[src/rtl/irq_pkg.sv]
// rtl/irq_pkg.sv - shared register map, FSM encoding and parameter check for the interrupt controller
package irq_pkg;

    localparam logic [1:0] REG_PEND = 2'd0;
    localparam logic [1:0] REG_MASK = 2'd1;
    localparam logic [1:0] REG_VEC  = 2'd2;
    localparam logic [1:0] REG_CTRL = 2'd3;

    localparam int VEC_BUSY_BIT = 31;

    typedef enum logic {
        ST_IDLE    = 1'b0,
        ST_SERVICE = 1'b1
    } irq_state_e;

    function automatic bit ids_legal(input int nsrc, input int idw);
        return (nsrc >= 1) && (nsrc <= 8) && ((1 << idw) >= nsrc);
    endfunction

endpackage

[src/rtl/irq_ctrl_mm_if.sv]
// rtl/irq_ctrl_mm_if.sv - register bus (A/WE/WD/RD) shared by the SoC slave units
interface irq_ctrl_mm_if;

    logic [1:0]  A;
    logic        WE;
    logic [31:0] WD;
    logic [31:0] RD;

    modport master (output A, output WE, output WD, input RD);
    modport slave  (input A, input WE, input WD, output RD);

endinterface

[src/rtl/irq_ctrl_mm_prio_enc.sv]
// rtl/irq_ctrl_mm_prio_enc.sv - lowest-index-wins priority encoder
module prio_enc #(
    parameter int NSRC = 4,
    parameter int IDW  = 3
) (
    input  logic [NSRC-1:0] req,
    output logic [IDW-1:0]  id,
    output logic            valid
);

    // Walk from the top down so the lowest set index is the last assignment.
    always_comb begin
        id    = '0;
        valid = |req;
        for (int i = NSRC - 1; i >= 0; i--) begin
            if (req[i]) begin
                id = IDW'(i);
            end
        end
    end

endmodule

[src/rtl/irq_ctrl_mm.sv]
// rtl/irq_ctrl_mm.sv - memory-mapped interrupt controller with pend/mask/claim/EOI
module irq_ctrl_mm
    import irq_pkg::*;
#(
    parameter int NSRC = 4,
    parameter int IDW  = 3
) (
    input  logic             clk,
    input  logic             rst,
    irq_ctrl_mm_if.slave     bus,
    input  logic [NSRC-1:0]  src,
    input  logic             iack,
    output logic             irq,
    output logic [IDW-1:0]   addr,
    output logic             busy
);

    if (!ids_legal(NSRC, IDW)) begin : g_bad_params
        $error("irq_ctrl_mm: NSRC must be 1..8 and 2^IDW >= NSRC");
    end

    irq_state_e      state_q, state_d;
    logic [NSRC-1:0] src_q, src_d;
    logic [NSRC-1:0] pend_q, pend_d;
    logic [NSRC-1:0] mask_q, mask_d;
    logic            en_q, en_d;
    logic            irq_q, irq_d;
    logic [IDW-1:0]  addr_q, addr_d;

    logic            in_service;
    logic [NSRC-1:0] rise;
    logic [NSRC-1:0] w1c;
    logic [NSRC-1:0] claim_clr;
    logic [NSRC-1:0] active;
    logic [IDW-1:0]  sel_id;
    logic            sel_valid;
    logic            eoi;
    logic            claim;
    logic [31:0]     rd_data;
    logic            unused_wd;

    assign active = pend_q & mask_q;

    prio_enc #(.NSRC(NSRC), .IDW(IDW)) u_prio (
        .req   (active),
        .id    (sel_id),
        .valid (sel_valid)
    );

    assign rise  = src & ~src_q;
    assign eoi   = bus.WE && (bus.A == REG_VEC);
    // An EOI in the same cycle wins; the CPU must re-acknowledge afterwards.
    assign claim = iack && irq_q && !in_service && !eoi && sel_valid;

    always_ff @(posedge clk or negedge rst) begin
        if (!rst) begin
            state_q <= ST_IDLE;
        end else begin
            state_q <= state_d;
        end
    end

    always_comb begin
        state_d = state_q;
        case (state_q)
            ST_IDLE:    if (claim) state_d = ST_SERVICE;
            ST_SERVICE: if (eoi)   state_d = ST_IDLE;
            default:    state_d = ST_IDLE;
        endcase
    end

    always_comb begin
        in_service = (state_q == ST_SERVICE);
    end

    always_comb begin
        w1c = '0;
        if (bus.WE && (bus.A == REG_PEND)) begin
            w1c = bus.WD[NSRC-1:0];
        end
        claim_clr = claim ? (NSRC'(1) << sel_id) : '0;

        src_d  = src;
        pend_d = (pend_q & ~w1c & ~claim_clr) | rise;
        mask_d = (bus.WE && (bus.A == REG_MASK)) ? bus.WD[NSRC-1:0] : mask_q;
        en_d   = (bus.WE && (bus.A == REG_CTRL)) ? bus.WD[0] : en_q;
        addr_d = claim ? sel_id : addr_q;
        // Claim forces irq low right away so the CPU never sees a stale request.
        irq_d  = en_q && !in_service && !claim && (|active);
    end

    always_ff @(posedge clk or negedge rst) begin
        if (!rst) begin
            src_q  <= '0;
            pend_q <= '0;
            mask_q <= '0;
            en_q   <= 1'b0;
            irq_q  <= 1'b0;
            addr_q <= '0;
        end else begin
            src_q  <= src_d;
            pend_q <= pend_d;
            mask_q <= mask_d;
            en_q   <= en_d;
            irq_q  <= irq_d;
            addr_q <= addr_d;
        end
    end

    always_comb begin
        rd_data = '0;
        case (bus.A)
            REG_PEND: rd_data[NSRC-1:0] = pend_q;
            REG_MASK: rd_data[NSRC-1:0] = mask_q;
            REG_VEC: begin
                rd_data[VEC_BUSY_BIT] = in_service;
                rd_data[IDW-1:0]      = addr_q;
            end
            REG_CTRL: rd_data[0] = en_q;
            default:  rd_data = '0;
        endcase
    end

    assign bus.RD    = rd_data;
    assign irq       = irq_q;
    assign addr      = addr_q;
    assign busy      = in_service;
    assign unused_wd = ^bus.WD;

endmodule
[src/flat_wrapper.sv]
// flat-port wrapper written by rule: the top's interface ports become plain ports
module irq_ctrl_mm_flat import irq_pkg::*;
#(
    parameter int NSRC = 4,
    parameter int IDW  = 3
)
  (clk, rst, src, iack, irq, addr, busy, bus_A, bus_WE, bus_WD, bus_RD);
  irq_ctrl_mm_if bus_i ();
  input  logic clk;
  input  logic rst;
  input  logic [NSRC-1:0] src;
  input  logic iack;
  output logic irq;
  output logic [IDW-1:0] addr;
  output logic busy;
  input wire logic [$bits(bus_i.A)-1:0] bus_A;
  input wire logic [$bits(bus_i.WE)-1:0] bus_WE;
  input wire logic [$bits(bus_i.WD)-1:0] bus_WD;
  output wire logic [$bits(bus_i.RD)-1:0] bus_RD;
  assign bus_i.A = bus_A;
  assign bus_i.WE = bus_WE;
  assign bus_i.WD = bus_WD;
  assign bus_RD = bus_i.RD;
  irq_ctrl_mm #(.NSRC(NSRC), .IDW(IDW)) u_core (.clk(clk), .rst(rst), .bus(bus_i), .src(src), .iack(iack), .irq(irq), .addr(addr), .busy(busy));
endmodule
[config.mk]
export PLATFORM = sky130hd
export DESIGN_NAME = irq_ctrl_mm_flat
export DESIGN_NICKNAME = d
export VERILOG_FILES = /design/src/rtl/irq_pkg.sv /design/src/rtl/irq_ctrl_mm_if.sv /design/src/rtl/irq_ctrl_mm_prio_enc.sv /design/src/rtl/irq_ctrl_mm.sv /design/src/flat_wrapper.sv
export SDC_FILE = /design/constraint.sdc
export NUM_CORES = 1
export LEC_CHECK = 0
export CAP_MARGIN = 25
export CORE_MARGIN = 2
export CORE_UTILIZATION = 36
export CTS_CLUSTER_DIAMETER = 150
export DETAILED_ROUTE_END_ITERATION = 10
export PLACE_DENSITY = 0.85
export SYNTH_ARGS = -nofsm -noshare
export SYNTH_HDL_FRONTEND = slang
export SYNTH_SLANG_ARGS = --single-unit
[constraint.sdc]
create_clock -name clk -period 2.3 [get_ports clk]
set_clock_uncertainty 0.15 [all_clocks]
set_input_delay 0.23 -clock clk [delete_from_list [all_inputs] [get_ports clk]]
set_output_delay 0.23 -clock clk [all_outputs]
set_load 0.01 [all_outputs]
==> results.toml, run 1 <==
[timing]
worst_slew_pin_slew_ns = 0.722
slew_violations = 0
rsz0062_at_grt = "false"
timing.final.crit_share_pct = 92.2
slew_headroom_pct = 51.7
setup_tns_ns = 0
fmaxAchievable_mhz = 472
hold_viol_final = 0
period_needed_ns = 2.12
setup_violations = 0

[clocking]
numCtsBuffers = 3
cts_max_path_buffers = 2
hold_buffers = 0
clk_pin_slew_ns = 0.10
cts_root_buffer = "clkbuf_4"
cts_tree = "done"
cts_sinks = 17
cts_resized = 0
cts_setup_buffers = 0
clk_latency_ns = 0.30
h-tree-depth = 1

[worst_setup_path]
r2r_end = "u_core.pend_q[3]"
cp.required_ns = 1.92
start_kind = "register"
critical_path_class = "reg2out"
reg2reg_slack_ns = 0.74
r2r_start = "u_core.mask_q[1]"
r2r_cells = 3
crit_end = "bus_RD[0]"
setup.worst_path.start = "u_core.mask_q[0]"
cp-end-kind = "output port"
arrival_ns = 1.74
cp_max_fo = 5

[final_layout]
n_fill_cell = 278
num_antenna_cells = 0
final_nets = 170
multiInputGateArea_sq_um = 473
ff_latch_area_sq_um = 425
stdcell_count = 158
areaGrowthSynthToFinish_pct = 18.1
drive_gt1_share_pct = 13.4

[floorplanning]
io_pins = 79
rows = 19
core_area_sq_um = 2760
start_util_pct = 37.9
dieArea_sq_um = 3350
die_w_microns = 57.9
die_h_microns = 57.9

[yosys]
ys_types = 26
avgSynthCellArea_sq_um = 10.4
ys_seq_area_share_pct = 40.7
synthCells = 100
synth.cell_area_sq_um = 1040
ys_seq_elements = 17
ys_warn_count = 0

[run_status]
status = "finished, final reports clean"

[placed_design]
gp_congestion = 0.864
hpwl_microns = 1460
io_buffers = 22
dp_cells = 154

[routing]
wl_per_cell_microns = 11.7
dr.pass1.iters = 4
wl_microns = 1840
drt_iter0_markers = 7
remaining_drc_errors = 0
antenna_left = 0
avgViaCountPerCell = 4.61
num_vias = 729

[global_routing]
grt_pass1_vias = 669
grt_remaining_overflow = 0
grt_usage_pct = 12.4
grt_pass1_wl_microns = 3020
antenna_found_initial = 0
grt_max_degree = 18

[power_and_ir_drop]
peakVddDrop_v = 0.000374
static-leakage-power_nw = 0.581
power-per-cell-area_nw_per_um2 = 743

[flow_run]
drv_cap = 0

[min_path]
hp-class = "in2async"
==> logic make-up (layout without fill, tap and decap cells) <==
kind of cell / count (synthesis) / in the layout / share of synthesized area, %
multiplexers: 9 / 9 / 10.8
flip-flops: 17 / 17 / 40.7
AND/OR/NAND/NOR: 28 / 28 / 14.6
other: 1 / 28 / 0.359
AO/OA/AOI/OAI: 11 / 11 / 9.82
buffers and inverters: 34 / 34 / 23.7
==> worst max-delay path, stage by stage (launching register included) <==
cell             delay (ns)
dfrtp_1                0.44
mux4_1                 0.51
clkdlybuf4s50_1        0.49
==> synthesized netlist by cell type <==
master | number | area (sq um)
a211oi_4 | 1 | 20.0
a21o_1 | 1 | 7.51
a221oi_1 | 1 | 8.76
a22o_1 | 1 | 8.76
a22oi_1 | 1 | 7.51
a32o_1 | 4 | 40.0
and2_1 | 1 | 6.26
and2_2 | 1 | 7.51
and4_2 | 1 | 10.0
and4bb_2 | 1 | 12.5
buf_4 | 28 | 210
buf_6 | 2 | 22.5
conb_1 | 1 | 3.75
dfrtp_1 | 17 | 425
inv_1 | 4 | 15.0
mux2_2 | 5 | 56.3
mux2i_1 | 3 | 30.0
mux4_1 | 1 | 26.3
nand2_1 | 14 | 52.6
nand3_1 | 3 | 15.0
nand3b_1 | 1 | 7.51
nand4_1 | 2 | 12.5
nor2_1 | 2 | 7.51
nor2b_4 | 1 | 13.8
nor3b_1 | 1 | 7.51
o21ai_0 | 2 | 10.0
==> worst min-delay path by stage <==
stage / start / end / slack (ns) / depth (start not counted)
floorplan: rst / u_core.addr[0] / -0.22 / 0
global placement: u_core.addr[0] / u_core.addr[0] / 0.36 / 1
detailed placement: u_core.addr[0] / u_core.addr[0] / 0.36 / 1
CTS: rst / u_core.src_q[1] / 0.22 / 1
global route: src[0] / u_core.src_q[0] / 0.24 / 1
finish: rst / u_core.src_q[1] / 0.20 / 1
==> per-layer routing <==
| metal | wire length (microns) | up-vias | part of all wire [%] | track usage (%) |
|---|---|---|---|---|
| met5 | 0 | - | 0 | 0 |
| met3 | 154 | 5 | 8.4 | 2.90 |
| met4 | 48 | 0 | 2.6 | 7.97 |
| li1 | - | 343 | - | - |
| met2 | 874 | 44 | 47 | 19.5 |
| met1 | 765 | 337 | 42 | 15.2 |
==> power breakdown <==
part	internal, mW	total (mW)	switching (mW)
logic	0.182	0.325	0.143
registers	0.362	0.425	0.0623
clock network	0.0678	0.167	0.0992
total	0.612	0.917	0.305
==> sequential cells by signal, indices dropped and copies added (netlist names) <==
signal,flops
u_core.pend_q,4
u_core.busy,1
u_core.en_q,1
u_core.mask_q,4
u_core.addr,2
u_core.src_q,4
u_core.irq,1
==> cell usage in the layout (no fill, tap or decap), drive strengths merged <==
cell type	count
a211oi	1
nand3	3
buf	4
a32o	4
a22oi	1
clkbuf	4
nor2	2
a221oi	1
mux2i	3
and2	2
conb	28
mux2	5
nand4	2
o21ai	2
mux4	1
nand3b	1
and4	1
nor3b	1
dfrtp	17
and4bb	1
inv	4
a21o	1
nor2b	1
nand2	14
dlymetal6s2s	2
a22o	1
clkdlybuf4s50	20
==> layout make-up <==
type	count	area share [%]
Multi-Input combinational cell	76	38.3
Sequential cell	17	34.5
Timing Repair Buffer	26	20.7
Tap cell	31	3.14
Clock buffer	4	2.13
Inverter	4	1.22
==> stage by stage <==
step                      power, mW  cell area [sq um]  setup WS, ns  hold slack (ns)  utilization (%)
after CTS                     0.927               1230        0.0398            0.215             44.6
after global placement        0.746               1200        0.0611            0.361             43.6
final                         0.917               1230         0.180            0.197             44.7
after floorplan               0.631               1150         0.877           -0.216                -
after global routing          0.984               1230         0.104            0.242             44.7
after detailed placement      0.757               1200        0.0589            0.362             43.6
Note: power is estimated with default switching activity, not from simulation.
==> inputs of run 2 (changes only) <==
ABC_CLOCK_PERIOD_IN_PS = 2300   (was unset)
==> results of run 2 <==
Same layout as run 1: the final DEF is identical, and so are final timing and power.
